`config.mk`:
```
export PLATFORM = sky130hd
export DESIGN_NAME = wb_commit_arbiter_flat
export DESIGN_NICKNAME = d
export VERILOG_FILES = /design/src/rtl/wb_commit_arbiter_pkg.sv /design/src/rtl/wb_commit_arbiter_if.sv /design/src/rtl/wb_commit_arbiter_rr.sv /design/src/rtl/wb_commit_arbiter.sv /design/src/flat_wrapper.sv
export SDC_FILE = /design/constraint.sdc
export NUM_CORES = 1
export LEC_CHECK = 0
export CORE_AREA = 4 4 505 507
export DETAILED_ROUTE_END_ITERATION = 12
export DIE_AREA = 0 0 509 511
export RECOVER_POWER = 50
export SLEW_MARGIN = 0
export SYNTH_ARGS = -nofsm -noshare
export SYNTH_HDL_FRONTEND = slang
export SYNTH_SLANG_ARGS = --single-unit
```
`constraint.sdc`:
```
create_clock -name clk -period 6.74 [get_ports clk]
set_input_delay 1.685 -clock clk [delete_from_list [all_inputs] [get_ports clk]]
set_output_delay 1.685 -clock clk [all_outputs]
set_load 0.03 [all_outputs]
```
`src/rtl/wb_commit_arbiter_pkg.sv`:
```
// -----------------------------------------------------------------------------
// wb_commit_arbiter_pkg
// Shared constants and types for the writeback commit arbiter: requester
// index assignments, field widths, the packed beat record carried from an
// execute unit to the writeback port, and the round-robin wrap helper.
// Optional feature macro used by the slice: WB_ARB_PERF_EN (stall counters).
// -----------------------------------------------------------------------------
package wb_commit_arbiter_pkg;

    localparam int NUM_REQS     = 5;
    localparam int NUM_WB_REQS  = NUM_REQS;
    localparam int NUM_THREADS  = 4;
    localparam int NW_BITS      = 2;
    localparam int NR_BITS      = 5;
    localparam int UUID_BITS    = 44;
    localparam int PERF_BITS    = 44;
    localparam int DATA_BITS    = NUM_THREADS * 32;
    localparam int REQ_IDX_BITS = $clog2(NUM_WB_REQS);

    // Requester slots on the writeback port.
    localparam int WB_REQ_ALU = 0;
    localparam int WB_REQ_LSU = 1;
    localparam int WB_REQ_CSR = 2;
    localparam int WB_REQ_FPU = 3;
    localparam int WB_REQ_GPU = 4;

    typedef logic [REQ_IDX_BITS-1:0] req_idx_t;

    typedef struct packed {
        logic [UUID_BITS-1:0]   uuid;
        logic [NW_BITS-1:0]     wid;
        logic [31:0]            pc;
        logic [NUM_THREADS-1:0] tmask;
        logic [NR_BITS-1:0]     rd;
        logic [DATA_BITS-1:0]   data;
        logic                   eop;
    } wb_beat_t;

    // Index reached by stepping 'offset' slots past 'base', wrapping at
    // NUM_WB_REQS (the requester count is not a power of two).
    function automatic req_idx_t rr_wrap(input req_idx_t base, input int offset);
        int sum;
        sum = int'(base) + offset;
        return req_idx_t'(sum % NUM_WB_REQS);
    endfunction

endpackage

```
`src/rtl/wb_commit_arbiter_if.sv`:
```
// -----------------------------------------------------------------------------
// wb_commit_arbiter_if
// Bundle of the execute-unit request lanes (flattened per requester) and the
// registered writeback output with its valid/ready handshake.
//   master : execute units + writeback consumer (drive req_*, wb_ready)
//   slave  : the arbiter (drives req_ready, wb_*, perf_stalls)
// perf_stalls exists only when WB_ARB_PERF_EN is defined.
// -----------------------------------------------------------------------------
interface wb_commit_arbiter_if;
    import wb_commit_arbiter_pkg::*;

    logic [NUM_REQS-1:0]             req_valid;
    logic [NUM_REQS-1:0]             req_ready;
    logic [NUM_REQS*UUID_BITS-1:0]   req_uuid;
    logic [NUM_REQS*NW_BITS-1:0]     req_wid;
    logic [NUM_REQS*32-1:0]          req_pc;
    logic [NUM_REQS*NUM_THREADS-1:0] req_tmask;
    logic [NUM_REQS*NR_BITS-1:0]     req_rd;
    logic [NUM_REQS*DATA_BITS-1:0]   req_data;
    logic [NUM_REQS-1:0]             req_eop;

    logic                            wb_valid;
    logic                            wb_ready;
    logic [UUID_BITS-1:0]            wb_uuid;
    logic [NW_BITS-1:0]              wb_wid;
    logic [31:0]                     wb_pc;
    logic [NUM_THREADS-1:0]          wb_tmask;
    logic [NR_BITS-1:0]              wb_rd;
    logic [DATA_BITS-1:0]            wb_data;
    logic                            wb_eop;

`ifdef WB_ARB_PERF_EN
    logic [NUM_REQS*PERF_BITS-1:0]   perf_stalls;

    modport master (
        output req_valid, req_uuid, req_wid, req_pc, req_tmask, req_rd, req_data, req_eop,
        output wb_ready,
        input  req_ready,
        input  wb_valid, wb_uuid, wb_wid, wb_pc, wb_tmask, wb_rd, wb_data, wb_eop,
        input  perf_stalls
    );

    modport slave (
        input  req_valid, req_uuid, req_wid, req_pc, req_tmask, req_rd, req_data, req_eop,
        input  wb_ready,
        output req_ready,
        output wb_valid, wb_uuid, wb_wid, wb_pc, wb_tmask, wb_rd, wb_data, wb_eop,
        output perf_stalls
    );
`else
    modport master (
        output req_valid, req_uuid, req_wid, req_pc, req_tmask, req_rd, req_data, req_eop,
        output wb_ready,
        input  req_ready,
        input  wb_valid, wb_uuid, wb_wid, wb_pc, wb_tmask, wb_rd, wb_data, wb_eop
    );

    modport slave (
        input  req_valid, req_uuid, req_wid, req_pc, req_tmask, req_rd, req_data, req_eop,
        input  wb_ready,
        output req_ready,
        output wb_valid, wb_uuid, wb_wid, wb_pc, wb_tmask, wb_rd, wb_data, wb_eop
    );
`endif

endinterface

```
`src/rtl/wb_commit_arbiter_rr.sv`:
```
// -----------------------------------------------------------------------------
// wb_rr_arbiter
// Combinational grant selection for the writeback port.
//   req_i       : per-requester beat valid
//   rr_ptr_i    : last requester that completed a packet
//   lock_vld_i  : a multi-beat packet is in progress
//   lock_idx_i  : owner of the packet in progress
//   grant_o     : one-hot grant
//   grant_idx_o : encoded grant
//   grant_vld_o : some requester holds the grant
// While locked the owner keeps the grant even with its valid low, so a gap
// in a packet idles the port instead of letting another unit interleave.
// -----------------------------------------------------------------------------
module wb_rr_arbiter
    import wb_commit_arbiter_pkg::*;
(
    input  logic [NUM_WB_REQS-1:0] req_i,
    input  req_idx_t               rr_ptr_i,
    input  logic                   lock_vld_i,
    input  req_idx_t               lock_idx_i,
    output logic [NUM_WB_REQS-1:0] grant_o,
    output req_idx_t               grant_idx_o,
    output logic                   grant_vld_o
);

    req_idx_t cand;

    // NOTE: every output and temporary gets a default before any branch;
    // a path that leaves one unassigned would infer a latch.
    always_comb begin
        grant_o     = '0;
        grant_idx_o = '0;
        grant_vld_o = 1'b0;
        cand        = '0;
        if (lock_vld_i) begin
            grant_vld_o = 1'b1;
            grant_idx_o = lock_idx_i;
        end else begin
            // Scan from the slot after the last packet winner; first hit wins.
            for (int k = 1; k <= NUM_WB_REQS; k++) begin
                cand = rr_wrap(rr_ptr_i, k);
                if (!grant_vld_o && req_i[cand]) begin
                    grant_vld_o = 1'b1;
                    grant_idx_o = cand;
                end
            end
        end
        grant_o[grant_idx_o] = grant_vld_o;
    end

endmodule

```
`src/rtl/wb_commit_arbiter.sv`:
```
// -----------------------------------------------------------------------------
// wb_commit_arbiter
// Merges the execute units (ALU, LSU, CSR, FPU, GPU) onto the single
// writeback port. Round-robin between packets, locked within a packet (held
// until eop), with one registered output beat under valid/ready.
//   clk   : clock
//   reset : synchronous, active-high reset
//   bus   : wb_commit_arbiter_if.slave (request lanes, writeback output,
//           and perf_stalls when WB_ARB_PERF_EN is defined)
// Optional feature: WB_ARB_PERF_EN adds saturating per-requester stall
// counters (cycles with valid high and ready low).
// -----------------------------------------------------------------------------
module wb_commit_arbiter (
    input  logic                clk,
    input  logic                reset,
    wb_commit_arbiter_if.slave  bus
);
    import wb_commit_arbiter_pkg::*;

    wb_beat_t                 req_beat [NUM_WB_REQS];
    wb_beat_t                 wb_beat_q, wb_beat_d;
    logic                     wb_valid_q, wb_valid_d;
    logic                     lock_vld_q, lock_vld_d;
    req_idx_t                 lock_idx_q, lock_idx_d;
    req_idx_t                 rr_ptr_q, rr_ptr_d;

    logic [NUM_WB_REQS-1:0]   grant_oh;
    req_idx_t                 grant_idx;
    logic                     grant_vld;
    logic                     out_free;
    logic                     fire;

    // Slice the flattened request lanes into per-requester beats.
    always_comb begin
        for (int i = 0; i < NUM_WB_REQS; i++) begin
            req_beat[i].uuid  = bus.req_uuid [i*UUID_BITS   +: UUID_BITS];
            req_beat[i].wid   = bus.req_wid  [i*NW_BITS     +: NW_BITS];
            req_beat[i].pc    = bus.req_pc   [i*32          +: 32];
            req_beat[i].tmask = bus.req_tmask[i*NUM_THREADS +: NUM_THREADS];
            req_beat[i].rd    = bus.req_rd   [i*NR_BITS     +: NR_BITS];
            req_beat[i].data  = bus.req_data [i*DATA_BITS   +: DATA_BITS];
            req_beat[i].eop   = bus.req_eop  [i];
        end
    end

    wb_rr_arbiter u_arb (
        .req_i       (bus.req_valid),
        .rr_ptr_i    (rr_ptr_q),
        .lock_vld_i  (lock_vld_q),
        .lock_idx_i  (lock_idx_q),
        .grant_o     (grant_oh),
        .grant_idx_o (grant_idx),
        .grant_vld_o (grant_vld)
    );

    // The output slot can take a beat when empty or draining this cycle.
    // Ready is held low during reset so nothing is accepted then.
    assign out_free      = !wb_valid_q || bus.wb_ready;
    assign bus.req_ready = (grant_vld && out_free && !reset) ? grant_oh : '0;
    assign fire          = grant_vld && out_free && !reset && bus.req_valid[grant_idx];

    // Next state: a fire replaces the output beat (even one draining now);
    // only a completing beat moves the fairness pointer.
    always_comb begin
        wb_valid_d = wb_valid_q;
        wb_beat_d  = wb_beat_q;
        lock_vld_d = lock_vld_q;
        lock_idx_d = lock_idx_q;
        rr_ptr_d   = rr_ptr_q;
        if (fire) begin
            wb_valid_d = 1'b1;
            wb_beat_d  = req_beat[grant_idx];
            if (req_beat[grant_idx].eop) begin
                lock_vld_d = 1'b0;
                rr_ptr_d   = grant_idx;
            end else begin
                lock_vld_d = 1'b1;
                lock_idx_d = grant_idx;
            end
        end else if (bus.wb_ready) begin
            wb_valid_d = 1'b0;
        end
    end

    // NOTE: state registers use non-blocking assignments so every register
    // samples the pre-edge values regardless of process ordering.
    always_ff @(posedge clk) begin
        if (reset) begin
            wb_valid_q <= 1'b0;
            // NOTE: the wide data register is cleared as well so the port
            // shows all-zero fields after reset; a plain datapath register
            // would normally be left unreset.
            wb_beat_q  <= '0;
            lock_vld_q <= 1'b0;
            lock_idx_q <= '0;
            rr_ptr_q   <= req_idx_t'(NUM_WB_REQS - 1);
        end else begin
            wb_valid_q <= wb_valid_d;
            wb_beat_q  <= wb_beat_d;
            lock_vld_q <= lock_vld_d;
            lock_idx_q <= lock_idx_d;
            rr_ptr_q   <= rr_ptr_d;
        end
    end

    assign bus.wb_valid = wb_valid_q;
    assign bus.wb_uuid  = wb_beat_q.uuid;
    assign bus.wb_wid   = wb_beat_q.wid;
    assign bus.wb_pc    = wb_beat_q.pc;
    assign bus.wb_tmask = wb_beat_q.tmask;
    assign bus.wb_rd    = wb_beat_q.rd;
    assign bus.wb_data  = wb_beat_q.data;
    assign bus.wb_eop   = wb_beat_q.eop;

`ifdef WB_ARB_PERF_EN
    logic [PERF_BITS-1:0] perf_q [NUM_WB_REQS];

    always_ff @(posedge clk) begin
        if (reset) begin
            for (int i = 0; i < NUM_WB_REQS; i++) begin
                perf_q[i] <= '0;
            end
        end else begin
            for (int i = 0; i < NUM_WB_REQS; i++) begin
                // Saturate instead of wrapping.
                if (bus.req_valid[i] && !bus.req_ready[i] && perf_q[i] != '1) begin
                    perf_q[i] <= perf_q[i] + PERF_BITS'(1);
                end
            end
        end
    end

    always_comb begin
        bus.perf_stalls = '0;
        for (int i = 0; i < NUM_WB_REQS; i++) begin
            bus.perf_stalls[i*PERF_BITS +: PERF_BITS] = perf_q[i];
        end
    end
`endif

endmodule

```
`src/flat_wrapper.sv`:
```
// flat-port wrapper written by rule: the top's interface ports become plain ports
module wb_commit_arbiter_flat import wb_commit_arbiter_pkg::*;
  (clk, reset, bus_req_valid, bus_req_uuid, bus_req_wid, bus_req_pc, bus_req_tmask, bus_req_rd, bus_req_data, bus_req_eop, bus_wb_ready, bus_req_ready, bus_wb_valid, bus_wb_uuid, bus_wb_wid, bus_wb_pc, bus_wb_tmask, bus_wb_rd, bus_wb_data, bus_wb_eop);
  wb_commit_arbiter_if bus_i ();
  input  logic clk;
  input  logic reset;
  input wire logic [$bits(bus_i.req_valid)-1:0] bus_req_valid;
  input wire logic [$bits(bus_i.req_uuid)-1:0] bus_req_uuid;
  input wire logic [$bits(bus_i.req_wid)-1:0] bus_req_wid;
  input wire logic [$bits(bus_i.req_pc)-1:0] bus_req_pc;
  input wire logic [$bits(bus_i.req_tmask)-1:0] bus_req_tmask;
  input wire logic [$bits(bus_i.req_rd)-1:0] bus_req_rd;
  input wire logic [$bits(bus_i.req_data)-1:0] bus_req_data;
  input wire logic [$bits(bus_i.req_eop)-1:0] bus_req_eop;
  input wire logic [$bits(bus_i.wb_ready)-1:0] bus_wb_ready;
  output wire logic [$bits(bus_i.req_ready)-1:0] bus_req_ready;
  output wire logic [$bits(bus_i.wb_valid)-1:0] bus_wb_valid;
  output wire logic [$bits(bus_i.wb_uuid)-1:0] bus_wb_uuid;
  output wire logic [$bits(bus_i.wb_wid)-1:0] bus_wb_wid;
  output wire logic [$bits(bus_i.wb_pc)-1:0] bus_wb_pc;
  output wire logic [$bits(bus_i.wb_tmask)-1:0] bus_wb_tmask;
  output wire logic [$bits(bus_i.wb_rd)-1:0] bus_wb_rd;
  output wire logic [$bits(bus_i.wb_data)-1:0] bus_wb_data;
  output wire logic [$bits(bus_i.wb_eop)-1:0] bus_wb_eop;
  assign bus_i.req_valid = bus_req_valid;
  assign bus_i.req_uuid = bus_req_uuid;
  assign bus_i.req_wid = bus_req_wid;
  assign bus_i.req_pc = bus_req_pc;
  assign bus_i.req_tmask = bus_req_tmask;
  assign bus_i.req_rd = bus_req_rd;
  assign bus_i.req_data = bus_req_data;
  assign bus_i.req_eop = bus_req_eop;
  assign bus_i.wb_ready = bus_wb_ready;
  assign bus_req_ready = bus_i.req_ready;
  assign bus_wb_valid = bus_i.wb_valid;
  assign bus_wb_uuid = bus_i.wb_uuid;
  assign bus_wb_wid = bus_i.wb_wid;
  assign bus_wb_pc = bus_i.wb_pc;
  assign bus_wb_tmask = bus_i.wb_tmask;
  assign bus_wb_rd = bus_i.wb_rd;
  assign bus_wb_data = bus_i.wb_data;
  assign bus_wb_eop = bus_i.wb_eop;
  wb_commit_arbiter u_core (.clk(clk), .reset(reset), .bus(bus_i));
endmodule
```
==> flow_summary.ini <==
[grt]
grt_pass1_wl_um = 271000
antenna_found_initial = 143
grt_start_max_net_pins = 125
first_global_vias = 26628
grt_usage_pct = 15.8
grt-ovfl-total = 0

[finish]
multi_input_area_um2 = 13200
register_area_um2 = 4490
fill_cells = 28522
fin_nets = 4932
post-route-util_pct = 15.4
finalNonFillerCells = 7231
drive_above_1_share_pct = 11.9
area_growth_pct = 105

[drt]
drc = 0
routed-via-count = 26229
highest_layer = met5
dr.pass1.iters = 7
post_drt_wl_per_cell_um = 30.0
wl_met1_um = 79400
vias_per_cell = 3.63
drtIter0Drc = 1852
met3_length_um = 22800
dr_wl_met2_um = 106000
ant_nets = 0
wl_um = 217000

[clock_tree]
clock_sinks = 224
clock_path_buffers = 3
clkLatencyLatePin_ns = 0.64
cts_tree = yes
clk_pin_slew_ns = 0.06
cts-root-buf = clkbuf_16
cts_max_level = 2
cts_buffers = 36
hold_buffers = 0

[synthesis]
avgSynthCellArea_um2 = 7.49
netlist_top_cells_area = dfxtp_1 24%, mux2i_1 13%, o2bb2ai_1 10%
synth_top_area_share_pct = 23.9
synth_edf_count = 0
yosys.area.top_type = dfxtp_1
ys_ff_latch = 224
synth_top_flop_cell = dfxtp_1
syn_nets = 3619
synth-warning-count = 0
async_reset_ff_share_pct = 0
syn_inst = 2508
yosysSeqAreaShare_pct = 23.9
syn_area_um2 = 18800
yosysUniqueCellTypes = 87

[timing]
fmax_mhz = 152
min_period_over_period_pct = 97.4
rsz0062_at_grt = true
timing.hold.ws_ns = 0.484
hold_viol = 0
fin_setup_tns_ns = 0
slew_viol_final = 0
finalSetupViolations = 0
finalCriticalPeriod_ns = 6.57
slew_headroom_pct = 18.2
worst_pin_slew_ns = 1.23
skew_ns = 0.0470

[setup_path]
r2r_start = u_core.rr_ptr_q[0]$_SDFFE_PP0P_
arrival_ns = 4.88
required_ns = 5.06
critPathKind = reg -> out
cp-end-kind = primary output
cp-startpoint = u_core.rr_ptr_q[0]$_SDFFE_PP0P_
ff2ff_path_depth = 25
path_max_fanout = 4
start_kind = register

[power]
power_density_nw_per_um2 = 533
peakVddDrop_v = 0.000712
leakage_nw = 14.9
finalPower_mw = 20.5

[placement]
placed_cells = 7119
place.gp.congestion = 0.954
io_buffers = 1309
hpwl_um = 189000

[floorplan]
fp.dieH_um = 511
rows = 184
die_x_um = 509
core_region_area_um2 = 250000
ios = 1310
start_util_pct = 7.50
fp.dieArea_um2 = 260000

[min_path]
hold_start = u_core.lock_idx_q[1]$_SDFFE_PP0P_
hold_depth = 2
hp-class = reg -> reg

[flow_run]
cap_violations = 0

[status]
outcome = complete, no violations
[path summary, 6_finish.rpt]
path,end,slack [ns]
worst min register to register,u_core.lock_idx_q[1]$_SDFFE_PP0P_,0.48
worst max-delay path,bus_req_ready[4],0.17
worst max register to register,u_core.bus.wb_pc[10]$_SDFFE_PP0P_,0.53
worst min-delay path,u_core.lock_idx_q[1]$_SDFFE_PP0P_,0.48
[critical path: stages (launching register included)]
cell and delay (ns):
dfxtp_2 0.34, ha_2 0.21, xnor2_2 0.21, inv_2 0.09, ha_4 0.19, nor3b_4 0.26
o311a_1 0.24, nor2_2 0.08, ha_2 0.20, nor2b_2 0.16, nor3_2 0.21, a211oi_4 0.08
or3_4 0.40, a32oi_4 0.34, o221ai_2 0.13, o221a_2 0.33, or2_4 0.24, buf_4 0.13
and3_2 0.20, buf_4 0.17
[what timing repair did]
action,4_1_cts,5_1_grt
setup endpoints to repair,5,5
resized for setup,18,30
buffers inserted,5,7
pin swaps,2,20
[cell type report]
class,instances,share of cell area [%]
diodes,36,0.234
clock inverters,14,0.507
clock buffers,50,2.63
repair buffers,1538,39.6
inverters,16,0.156
multi-input cells,2005,34.3
flip-flops and latches,224,11.7
well taps,3348,10.9
[cells in the final DEF, fill, tap and decap left out, drive strengths merged, types with 5 or more instances in the layout]
cell type	n
ha	23
o211ai	7
nor2b	7
nor3	221
buf	235
o2bb2ai	215
o311a	5
nand2b	9
xnor2	7
clkbuf	52
mux2i	237
nand2	446
clkinv	9
clkdlybuf4s50	1084
a211oi	220
nand3	7
o31ai	5
diode	36
a21oi	233
dlygate4sd3	215
o21ai	18
dfxtp	224
nor2	244
or3	5
inv	16
a31oi	6
o221ai	6
[power breakdown]
part / total [mW] / switching [mW] / internal (mW)
registers: 1.92 / 0.210 / 1.71
clock network: 2.01 / 0.842 / 1.17
logic: 16.6 / 11.2 / 5.39
total: 20.5 / 12.2 / 8.27
[routing by layer]
metal / global-route usage [%] / vias up
li1: - / 11862
met1: 17.0 / 12486
met2: 27.7 / 1471
met3: 6.39 / 364
met4: 5.54 / 46
met5: 0 / -
[state kept, by name (all words and copies together), names as in the netlist, 2 cells and up]
signal	cells
u_core.bus.wb_pc	32
u_core.bus.wb_data	128
u_core.lock_idx_q	3
u_core.bus.wb_wid	2
u_core.bus.wb_rd	5
u_core.rr_ptr_q	3
u_core.bus.wb_tmask	4
u_core.bus.wb_uuid	44
[synthesized netlist by cell type (4+ instances only)]
cell type / instances
o21ai_0: 15
o2bb2ai_1: 215
nor3_1: 178
dfxtp_1: 224
nand4_1: 4
nand2b_1: 9
mux2i_1: 236
nor3b_1: 4
xnor2_1: 5
clkbuf_1: 122
o211ai_1: 5
buf_1: 16
nand3_1: 6
nor2b_1: 6
buf_4: 11
buf_2: 91
o311a_1: 5
a211oi_2: 43
a211oi_1: 176
or3_1: 5
nor3_2: 43
buf_6: 23
mux2_2: 4
and2_1: 4
inv_1: 13
a31oi_1: 6
o31ai_1: 4
ha_1: 23
nor2_1: 243
nand2_1: 446
a21oi_1: 231
o221ai_1: 5
o21bai_1: 4
[logic make-up after synthesis]
group / Yosys count / synth area share, %
fa+ha+maj: 23 / 1.53
compound gates: 758 / 30.4
mux: 243 / 13.2
simple gates: 973 / 23.3
buf+inv: 279 / 7.32
flops: 224 / 23.9
xor+xnor: 8 / 0.493
[stage by stage]
stage / instance area (um2) / setup WS (ns)
after CTS: 38200 / 0.00346
after global placement: 36900 / -0.0850
after detailed placement: 36900 / -0.0798
after global routing: 38400 / -0.0610
after floorplan: 18800 / 0.0147
final: 38500 / 0.173
Note: power is estimated with default switching activity, not from simulation.
